[src/rtl/uart_cmd_rx_pkg.sv]
// Shared constants and types for the host-to-FPGA UART command receiver.
package uart_cmd_rx_pkg;

    // 200 MHz system clock divided by 115200 baud
    localparam int CLKS_PER_BIT_DEFAULT = 1736;
    localparam int SYNC_STAGES_DEFAULT  = 2;

    // Opcodes understood by the command decoder
    localparam logic [7:0] OPC_WRITE   = 8'h57;  // 'W'
    localparam logic [7:0] OPC_READ    = 8'h52;  // 'R'
    localparam logic [7:0] OPC_DEBUG   = 8'h44;  // 'D'
    localparam logic [7:0] OPC_SOFTRST = 8'h58;  // 'X'
    localparam logic [7:0] OPC_SELECT  = 8'h53;  // 'S', followed by one argument byte

    typedef enum logic [2:0] {
        RX_IDLE,
        RX_START,
        RX_DATA,
        RX_STOP,
        RX_BREAK
    } rx_state_t;

    typedef enum logic {
        CMD_IDLE,
        CMD_ARG
    } cmd_state_t;

    // The selector argument is legal only when its upper six bits are clear
    function automatic logic isSelectArg(input logic [7:0] argByte);
        return (argByte[7:2] == 6'd0);
    endfunction

endpackage

[src/rtl/uart_cmd_rx_if.sv]
// Signal bundle between the command receiver and the rest of the readout core.
// The slave side is the receiver itself; the master side drives rx and sys_busy.
interface uart_cmd_rx_if;

    logic       rx;
    logic       sys_busy;
    logic       rts_n;
    logic       cmd_start_write;
    logic       cmd_start_read;
    logic       cmd_debug;
    logic       cmd_soft_rst;
    logic [1:0] selector;
    logic [7:0] rx_data;
    logic       rx_valid;
    logic       frame_err;
    logic       cmd_err;

    modport slave (
        input  rx,
        input  sys_busy,
        output rts_n,
        output cmd_start_write,
        output cmd_start_read,
        output cmd_debug,
        output cmd_soft_rst,
        output selector,
        output rx_data,
        output rx_valid,
        output frame_err,
        output cmd_err
    );

    modport master (
        output rx,
        output sys_busy,
        input  rts_n,
        input  cmd_start_write,
        input  cmd_start_read,
        input  cmd_debug,
        input  cmd_soft_rst,
        input  selector,
        input  rx_data,
        input  rx_valid,
        input  frame_err,
        input  cmd_err
    );

endinterface

[src/rtl/uart_rx_byte.sv]
// 8N1 byte receiver: synchronizes the asynchronous rx line, finds the start
// bit, samples each bit near its middle and reports good bytes or bad stops.
module uart_rx_byte
    import uart_cmd_rx_pkg::*;
#(
    parameter int CLKS_PER_BIT = CLKS_PER_BIT_DEFAULT,
    parameter int SYNC_STAGES  = SYNC_STAGES_DEFAULT
) (
    input  logic       clk,
    input  logic       rst,
    input  logic       rx_i,
    output logic [7:0] data_o,
    output logic       valid_o,
    output logic       frame_err_o,
    output logic       in_break_o
);

    localparam int CW = $clog2(CLKS_PER_BIT);

    // The start-bit countdown is two short because the falling edge is seen
    // one cycle late (previous-value compare) and the load itself costs one.
    localparam logic [CW-1:0] HALF_LOAD = CW'(CLKS_PER_BIT / 2 - 2);
    localparam logic [CW-1:0] FULL_LOAD = CW'(CLKS_PER_BIT - 1);

    logic [SYNC_STAGES-1:0] syncChain_q;
    logic                   rxSync;
    logic                   rxPrev_q;

    rx_state_t              state_q, state_d;
    logic [CW-1:0]          cnt_q, cnt_d;
    logic [2:0]             bitIdx_q, bitIdx_d;
    logic [7:0]             shift_q, shift_d;
    logic                   stopOk_q, stopOk_d;
    logic                   frameErr_q, frameErr_d;
    logic [7:0]             data_q;
    logic                   valid_q;

    assign rxSync = syncChain_q[SYNC_STAGES-1];

    // Metastability synchronizer plus one extra flop for edge detection
    always_ff @(posedge clk) begin
        if (rst) begin
            syncChain_q <= '1;
            rxPrev_q    <= 1'b1;
        end else begin
            syncChain_q <= {syncChain_q[SYNC_STAGES-2:0], rx_i};
            rxPrev_q    <= rxSync;
        end
    end

    // Receiver state, bit timer, bit index and shift register
    always_ff @(posedge clk) begin
        if (rst) begin
            state_q    <= RX_IDLE;
            cnt_q      <= '0;
            bitIdx_q   <= 3'd0;
            shift_q    <= 8'h00;
            stopOk_q   <= 1'b0;
            frameErr_q <= 1'b0;
        end else begin
            state_q    <= state_d;
            cnt_q      <= cnt_d;
            bitIdx_q   <= bitIdx_d;
            shift_q    <= shift_d;
            stopOk_q   <= stopOk_d;
            frameErr_q <= frameErr_d;
        end
    end

    // Next-state logic: start detect, mid-bit sampling, stop check, break wait
    always_comb begin
        state_d    = state_q;
        cnt_d      = cnt_q;
        bitIdx_d   = bitIdx_q;
        shift_d    = shift_q;
        stopOk_d   = 1'b0;
        frameErr_d = 1'b0;

        case (state_q)
            RX_IDLE: begin
                if (rxPrev_q && !rxSync) begin
                    cnt_d   = HALF_LOAD;
                    state_d = RX_START;
                end
            end

            RX_START: begin
                if (cnt_q == '0) begin
                    if (rxSync) begin
                        state_d = RX_IDLE;
                    end else begin
                        cnt_d    = FULL_LOAD;
                        bitIdx_d = 3'd0;
                        state_d  = RX_DATA;
                    end
                end else begin
                    cnt_d = cnt_q - CW'(1);
                end
            end

            RX_DATA: begin
                if (cnt_q == '0) begin
                    shift_d = {rxSync, shift_q[7:1]};
                    cnt_d   = FULL_LOAD;
                    if (bitIdx_q == 3'd7) begin
                        state_d = RX_STOP;
                    end else begin
                        bitIdx_d = bitIdx_q + 3'd1;
                    end
                end else begin
                    cnt_d = cnt_q - CW'(1);
                end
            end

            RX_STOP: begin
                if (cnt_q == '0) begin
                    if (rxSync) begin
                        stopOk_d = 1'b1;
                        state_d  = RX_IDLE;
                    end else begin
                        frameErr_d = 1'b1;
                        state_d    = RX_BREAK;
                    end
                end else begin
                    cnt_d = cnt_q - CW'(1);
                end
            end

            RX_BREAK: begin
                if (rxSync) begin
                    state_d = RX_IDLE;
                end
            end

            default: begin
                state_d = RX_IDLE;
            end
        endcase
    end

    // Publish a good byte one cycle after its stop bit was accepted
    always_ff @(posedge clk) begin
        if (rst) begin
            data_q  <= 8'h00;
            valid_q <= 1'b0;
        end else begin
            valid_q <= stopOk_q;
            if (stopOk_q) begin
                data_q <= shift_q;
            end
        end
    end

    assign data_o      = data_q;
    assign valid_o     = valid_q;
    assign frame_err_o = frameErr_q;
    assign in_break_o  = (state_q == RX_BREAK);

endmodule

[src/rtl/uart_cmd_rx.sv]
// Host command receiver: turns UART opcodes into the same control pulses the
// push-buttons produce, keeps the selector register and drives RTS.
module uart_cmd_rx
    import uart_cmd_rx_pkg::*;
#(
    parameter int CLKS_PER_BIT = CLKS_PER_BIT_DEFAULT,
    parameter int SYNC_STAGES  = SYNC_STAGES_DEFAULT
) (
    input  logic         clk,
    input  logic         rst,
    uart_cmd_rx_if.slave bus
);

    logic [7:0] rxData;
    logic       rxValid;
    logic       frameErr;
    logic       inBreak;

    cmd_state_t cmdState_q, cmdState_d;
    logic [1:0] selector_q, selector_d;
    logic       startWrite_q, startWrite_d;
    logic       startRead_q, startRead_d;
    logic       debug_q, debug_d;
    logic       softRst_q, softRst_d;
    logic       cmdErr_q, cmdErr_d;
    logic       rtsN_q;

    uart_rx_byte #(
        .CLKS_PER_BIT (CLKS_PER_BIT),
        .SYNC_STAGES  (SYNC_STAGES)
    ) u_rx (
        .clk         (clk),
        .rst         (rst),
        .rx_i        (bus.rx),
        .data_o      (rxData),
        .valid_o     (rxValid),
        .frame_err_o (frameErr),
        .in_break_o  (inBreak)
    );

    // Decoder state, selector and registered command pulses
    always_ff @(posedge clk) begin
        if (rst) begin
            cmdState_q   <= CMD_IDLE;
            selector_q   <= 2'b00;
            startWrite_q <= 1'b0;
            startRead_q  <= 1'b0;
            debug_q      <= 1'b0;
            softRst_q    <= 1'b0;
            cmdErr_q     <= 1'b0;
        end else begin
            cmdState_q   <= cmdState_d;
            selector_q   <= selector_d;
            startWrite_q <= startWrite_d;
            startRead_q  <= startRead_d;
            debug_q      <= debug_d;
            softRst_q    <= softRst_d;
            cmdErr_q     <= cmdErr_d;
        end
    end

    // Opcode decode; soft reset is never blocked, everything else is refused while busy
    always_comb begin
        cmdState_d   = cmdState_q;
        selector_d   = selector_q;
        startWrite_d = 1'b0;
        startRead_d  = 1'b0;
        debug_d      = 1'b0;
        softRst_d    = 1'b0;
        cmdErr_d     = 1'b0;

        case (cmdState_q)
            CMD_IDLE: begin
                if (rxValid) begin
                    case (rxData)
                        OPC_WRITE: begin
                            if (bus.sys_busy) cmdErr_d = 1'b1;
                            else              startWrite_d = 1'b1;
                        end
                        OPC_READ: begin
                            if (bus.sys_busy) cmdErr_d = 1'b1;
                            else              startRead_d = 1'b1;
                        end
                        OPC_DEBUG: begin
                            if (bus.sys_busy) cmdErr_d = 1'b1;
                            else              debug_d = 1'b1;
                        end
                        OPC_SOFTRST: begin
                            softRst_d = 1'b1;
                        end
                        OPC_SELECT: begin
                            if (bus.sys_busy) cmdErr_d = 1'b1;
                            else              cmdState_d = CMD_ARG;
                        end
                        default: begin
                            cmdErr_d = 1'b1;
                        end
                    endcase
                end
            end

            CMD_ARG: begin
                // An accepted select still takes its argument even if busy rose meanwhile
                if (rxValid) begin
                    if (isSelectArg(rxData)) begin
                        selector_d = rxData[1:0];
                    end else begin
                        cmdErr_d = 1'b1;
                    end
                    cmdState_d = CMD_IDLE;
                end else if (frameErr) begin
                    cmdState_d = CMD_IDLE;
                end
            end

            default: begin
                cmdState_d = CMD_IDLE;
            end
        endcase
    end

    // Hold the host off while in reset, while the core is busy, or during a line break
    always_ff @(posedge clk) begin
        if (rst) begin
            rtsN_q <= 1'b1;
        end else begin
            rtsN_q <= bus.sys_busy | inBreak;
        end
    end

    assign bus.rts_n           = rtsN_q;
    assign bus.cmd_start_write = startWrite_q;
    assign bus.cmd_start_read  = startRead_q;
    assign bus.cmd_debug       = debug_q;
    assign bus.cmd_soft_rst    = softRst_q;
    assign bus.selector        = selector_q;
    assign bus.rx_data         = rxData;
    assign bus.rx_valid        = rxValid;
    assign bus.frame_err       = frameErr;
    assign bus.cmd_err         = cmdErr_q;

endmodule

[src/flat_wrapper.sv]
// flat-port wrapper written by rule: the top's interface ports become plain ports
module uart_cmd_rx_flat import uart_cmd_rx_pkg::*;
#(
    parameter int CLKS_PER_BIT = CLKS_PER_BIT_DEFAULT,
    parameter int SYNC_STAGES  = SYNC_STAGES_DEFAULT
)
  (clk, rst, bus_rx, bus_sys_busy, bus_rts_n, bus_cmd_start_write, bus_cmd_start_read, bus_cmd_debug, bus_cmd_soft_rst, bus_selector, bus_rx_data, bus_rx_valid, bus_frame_err, bus_cmd_err);
  uart_cmd_rx_if bus_i ();
  input  logic clk;
  input  logic rst;
  input wire logic [$bits(bus_i.rx)-1:0] bus_rx;
  input wire logic [$bits(bus_i.sys_busy)-1:0] bus_sys_busy;
  output wire logic [$bits(bus_i.rts_n)-1:0] bus_rts_n;
  output wire logic [$bits(bus_i.cmd_start_write)-1:0] bus_cmd_start_write;
  output wire logic [$bits(bus_i.cmd_start_read)-1:0] bus_cmd_start_read;
  output wire logic [$bits(bus_i.cmd_debug)-1:0] bus_cmd_debug;
  output wire logic [$bits(bus_i.cmd_soft_rst)-1:0] bus_cmd_soft_rst;
  output wire logic [$bits(bus_i.selector)-1:0] bus_selector;
  output wire logic [$bits(bus_i.rx_data)-1:0] bus_rx_data;
  output wire logic [$bits(bus_i.rx_valid)-1:0] bus_rx_valid;
  output wire logic [$bits(bus_i.frame_err)-1:0] bus_frame_err;
  output wire logic [$bits(bus_i.cmd_err)-1:0] bus_cmd_err;
  assign bus_i.rx = bus_rx;
  assign bus_i.sys_busy = bus_sys_busy;
  assign bus_rts_n = bus_i.rts_n;
  assign bus_cmd_start_write = bus_i.cmd_start_write;
  assign bus_cmd_start_read = bus_i.cmd_start_read;
  assign bus_cmd_debug = bus_i.cmd_debug;
  assign bus_cmd_soft_rst = bus_i.cmd_soft_rst;
  assign bus_selector = bus_i.selector;
  assign bus_rx_data = bus_i.rx_data;
  assign bus_rx_valid = bus_i.rx_valid;
  assign bus_frame_err = bus_i.frame_err;
  assign bus_cmd_err = bus_i.cmd_err;
  uart_cmd_rx #(.CLKS_PER_BIT(CLKS_PER_BIT), .SYNC_STAGES(SYNC_STAGES)) u_core (.clk(clk), .rst(rst), .bus(bus_i));
endmodule
[config.mk]
export PLATFORM = sky130hd
export DESIGN_NAME = uart_cmd_rx_flat
export DESIGN_NICKNAME = d
export VERILOG_FILES = /design/src/rtl/uart_cmd_rx_pkg.sv /design/src/rtl/uart_cmd_rx_if.sv /design/src/rtl/uart_rx_byte.sv /design/src/rtl/uart_cmd_rx.sv /design/src/flat_wrapper.sv
export SDC_FILE = /design/constraint.sdc
export NUM_CORES = 1
export LEC_CHECK = 0
export ABC_CLOCK_PERIOD_IN_PS = 2600
export CAP_MARGIN = 20
export CORE_UTILIZATION = 50
export DETAILED_ROUTE_END_ITERATION = 6
export PLACE_DENSITY = 0.73
export SYNTH_ARGS = -nofsm -noshare
export SYNTH_HDL_FRONTEND = slang
export SYNTH_SLANG_ARGS = --single-unit
[constraint.sdc]
create_clock -name clk -period 2.6 [get_ports clk]
set_clock_uncertainty 0.2 [all_clocks]
set_input_delay 0.39 -clock clk [delete_from_list [all_inputs] [get_ports clk]]
set_output_delay 0.39 -clock clk [all_outputs]
set_load 0.05 [all_outputs]
; Word-level counts from Yosys, hierarchy flattened
; Cells that the tools add are included.
[classes]
add_sub_neg = 2
eq_ne = 20
muxes = 35
bitwise = 8
n_reduce_logical = 18
[op_table]
columns = cell, n
row1 = 11-bit 2-to-1 mux, 5
row2 = 11-bit case mux with 4 select lines, 1
row3 = 8-bit by 7-bit == test with 1-bit output (second input constant), 5
row4 = 3-bit 2-to-1 mux, 11
row5 = 2-bit != test (second input constant), 9
row6 = 4-bit OR reduction, 4
row7 = 3-bit case mux with 5 select lines, 1
row8 = 1-bit 2-to-1 mux, 12
row9 = 11-bit zero test, 1
row10 = 11-bit by 1-bit subtractor with 11-bit output (second input constant), 1
row11 = 1-bit NOT, 7
row12 = 3-bit by 2-bit == test with 1-bit output (second input constant), 2
row13 = 3-bit == test (second input constant), 2
row14 = 6-bit zero test, 1
row15 = 1-bit case mux with 2 select lines, 3
row16 = 3-bit case mux with 2 select lines, 1
row17 = 6-bit AND reduction, 1
row18 = 3-bit OR reduction, 2
row19 = 5-bit AND reduction, 1
row20 = 4-bit AND reduction, 1
row21 = 4-bit nonzero test, 1
row22 = 3-bit by 1-bit adder with 3-bit output (second input constant), 1
row23 = 3-bit by 1-bit == test with 1-bit output (second input constant), 1
row24 = 3-bit zero test, 1
row25 = 8 further kinds, 8
[word_totals]
register_bits = 48
wordCells = 101

; Logic depth before layout (Yosys ltp)
[depth]
word_depth = 5
ltp_mapped = 8
ltp_nobuf = 7

; By module
; Synthesis repeated with hierarchy kept, for this count alone.
[hier_totals]
hier_cells = 247
hier_area_um2 = 2127.0
[by_module_without_submodules]
columns = mod, n_inst, cells_each, area_per_inst_um2, seq_area_each_um2
row1 = uart_rx_byte, 1, 207, 1752.9, 780.7
row2 = uart_cmd_rx, 1, 40, 374.1, 180.2

; Worst setup path before layout
; No wires, ideal clock.
[synth_timing]
path_type = register to register
from = register u_core.u_rx.data_q[4], in the netlist u_core.u_rx.data_o[4]
to = register u_core.selector_q[0], in the netlist u_core.bus.selector[0]
arrival_ns = 1.825
required_time_ns = 2.268
path_slack_ns = 0.443
path_stages_with_launch = 6
n_path_buf = 0
cell_sequence = dfxtp_1 > or4b_2 > nor4_1 > nand2_1 > nand2_1 > a21oi_1
[synth_between]
elab_chain_len = 2
[synth_rtl]
columns = element, line
row1 = "start, declared", uart_rx_byte.sv:35  ; logic [7:0] data_q;
row2 = "start signal, assigned", uart_rx_byte.sv:149  ; data_q <= shift_q;
row3 = 6-bit zero test, uart_cmd_rx_pkg.sv:30  ; return (argByte[7:2] == 6'd0);
row4 = 3-bit AND reduction (no source line), --
row5 = "end signal, assigned", uart_cmd_rx.sv:53  ; selector_q <= selector_d;
row6 = "end, declared", uart_cmd_rx.sv:20  ; logic [1:0] selector_q, selector_d;
; Every way passes these cells.
; A chain may end at the register's enable or synchronous reset.

; Worst setup path after layout
[layout_timing]
from = register u_core.u_rx.data_q[1], in the netlist u_core.u_rx.data_o[1]
to = output bus_rx_data[1]
[layout_rtl]
columns = element, line
row1 = "end, declared", flat_wrapper.sv:19  ; output wire logic [$bits(bus_i.rx_data)-1:0] bus_rx_data;
; No word-level cell between the ends.

==> results.toml <==
[placement]
io_buffers = 21
gp_congestion = 0.889
dp_cells = 312
placed_area_um2 = 2390
preCtsSetupSlack_ps = 452
hpwlAfterDp_mm = 3.16

[detailed_routing]
firstDrtPassIters = 4
first_iter_violations = 179
wl_per_cell_um = 14.0
vias = 1846
via_per_inst = 5.77
drt_wl_total_mm = 4.48
drc = 0
antenna_left = 0

[critical_path]
slowest_delay_ps = 860
critical_path_arrival_ps = 1650
worstPathCellList = "clkdlybuf4s50_1"
cp.required_ps = 2010
cpMaxStageDelayCell = "clkdlybuf4s50_1"
critical_path.top_delay_family = "buffers and inverters"
critical_path_class = "flip-flop to primary output"
endpoint_kind = "primary output"
crit_fanout = 8
worst_setup_path_start_kind = "flip-flop"
path_buf_inv = 1

[global_route]
track_usage_pct = 21.4
grt_pass1_vias = 1567
antenna_found_initial = 0
overflow = 0
grt_max_degree = 19
grt_pass1_wl_mm = 7.19

[cts]
cts_setup_buffers = 0
clock_path_buffers = 2
tritoncts = "done"
numCtsBuffers = 5
clkLatencyLatePin_ps = 300
clk_pin_slew_ps = 90
clockRootBuffer = "clkbuf_8"
clock-sinks = 48
htree_levels = 2
cts_resized = 0
cts.hold.buffers_added = 0

[flow_run]
drv_cap = 0

[logic_synthesis]
synth.area.top_cells = "dfxtp_1, a21oi_1, nand2_1"
ys_ff_latch = 48
syn_avg_cell_area_um2 = 8.61
synth-edff-count = 0
synth_most_common_cell = "dfxtp_1"
yosys_warnings = 0
syn_nets = 254
synthArstFlopShare_pct = 0
yosysUniqueCellTypes = 46
yosys_most_used_dff = "dfxtp_1"
syn_area_um2 = 2120
seq_area_frac_synth_pct = 45.4
netlist.area_leader.share_pct = 45.4
syn_inst = 246
ys_top_cells_by_count = "dfxtp_1, nand2_1, a21oi_1, nor2_1, nand3_1"
yosys.area.top_type = "dfxtp_1"

[pwr]
p_per_area_nw_per_um2 = 607
power.leakage_nw = 0.860
p_total_mw = 1.52
vdd_drop_max_uv = 375

[timing]
grt_setup_unrepaired = "false"
fin_hold_ws_ps = 223
finalHoldViolations = 0
finalSetupTns_ps = 0
finalCritPeriodShare_pct = 86.2
slew_violations = 0
finalSetupViolCount = 0
fin_crit_ps = 2240
slew_headroom_pct = 55.6
setup_slack_ps = 359
worst_pin_slew_ps = 659
timing.fmax_ghz = 0.446

[min_path]
hold_path_class = "flip-flop to flip-flop"

[layout]
n_antenna_cell = 0
layout-drive-gt1-share_pct = 10.4
final_util_pct = 62.4
design_area_um2 = 2510
instances_no_fill = 320
syn_to_final_growth_pct = 18.7
nNetsFinal = 277

[floorplanning]
die_height_um = 67.1
io_pins = 22
die_w_um = 67.1
dieArea_um2 = 4500
core-area_um2 = 4030
fp-row-count = 23
start_util_pct = 52.5

[outcome]
status = "finished, final reports clean"
==> path summary, 6_finish.rpt <==
path,cells past startpoint,start,end,slack (ps)
worst max-delay path,1,u_core.u_rx.data_o[1],bus_rx_data[1],360
worst min-delay path,1,u_core.u_rx.syncChain_q[0],u_core.u_rx.syncChain_q[1],220
worst max register to register,6,u_core.u_rx.cnt_q[0],u_core.u_rx.cnt_q[6],440
worst min register to register,1,u_core.u_rx.syncChain_q[0],u_core.u_rx.syncChain_q[1],220
==> registers in the layout, summed over array words and instances, names as in the netlist <==
register / cells
u_core.bus.cmd_debug: 1
u_core.bus.cmd_err: 1
u_core.bus.cmd_soft_rst: 1
u_core.bus.cmd_start_read: 1
u_core.bus.cmd_start_write: 1
u_core.bus.rts_n: 1
u_core.bus.selector: 2
u_core.cmdState_q: 1
u_core.u_rx.bitIdx_q: 3
u_core.u_rx.cnt_q: 11
u_core.u_rx.data_o: 8
u_core.u_rx.frame_err_o: 1
u_core.u_rx.rxPrev_q: 1
u_core.u_rx.shift_q: 8
u_core.u_rx.state_q: 3
u_core.u_rx.stopOk_q: 1
u_core.u_rx.syncChain_q: 2
u_core.u_rx.valid_o: 1
==> final cells by class <==
cell class	count	area, um2
Fill cell	379	1520
Sequential cell	48	961
Timing Repair Buffer	27	255
Clock inverter	2	38.8
Inverter	6	22.5
Clock buffer	6	82.6
Tap cell	50	62.6
Multi-Input combinational cell	181	1090
==> cell usage in the layout, fill, tap and decap left out, types with 7 or more instances in the layout <==
cell / n
nand2_1: 25
dfxtp_1: 48
nor2_1: 23
mux2i_1: 9
clkdlybuf4s50_1: 21
nand3_1: 13
o21ai_0: 11
a21oi_1: 23
nand2b_1: 8
nor3_1: 7
==> report_power, final <==
part	switching (mW)	internal [mW]	total (mW)
Sequential	0.0159	0.749	0.765
Combinational	0.116	0.0800	0.196
Clock	0.248	0.314	0.563
Total	0.381	1.14	1.52
==> cell families after synthesis <==
kind of cell,synth area share (%)
flops,45.4
compound gates,16.0
fa+ha+maj,2.36
buf+inv,3.13
mux,4.26
simple gates,28.8
==> per-layer routing <==
layer	vias to the layer above	GRT usage, %	routed length (um)
met4	0	11.7	52
met5	-	0	0
li1	941	-	-
met2	47	29.1	1920
met1	853	30.0	2280
met3	5	5.31	222
Note: power is estimated with default switching activity, not from simulation.
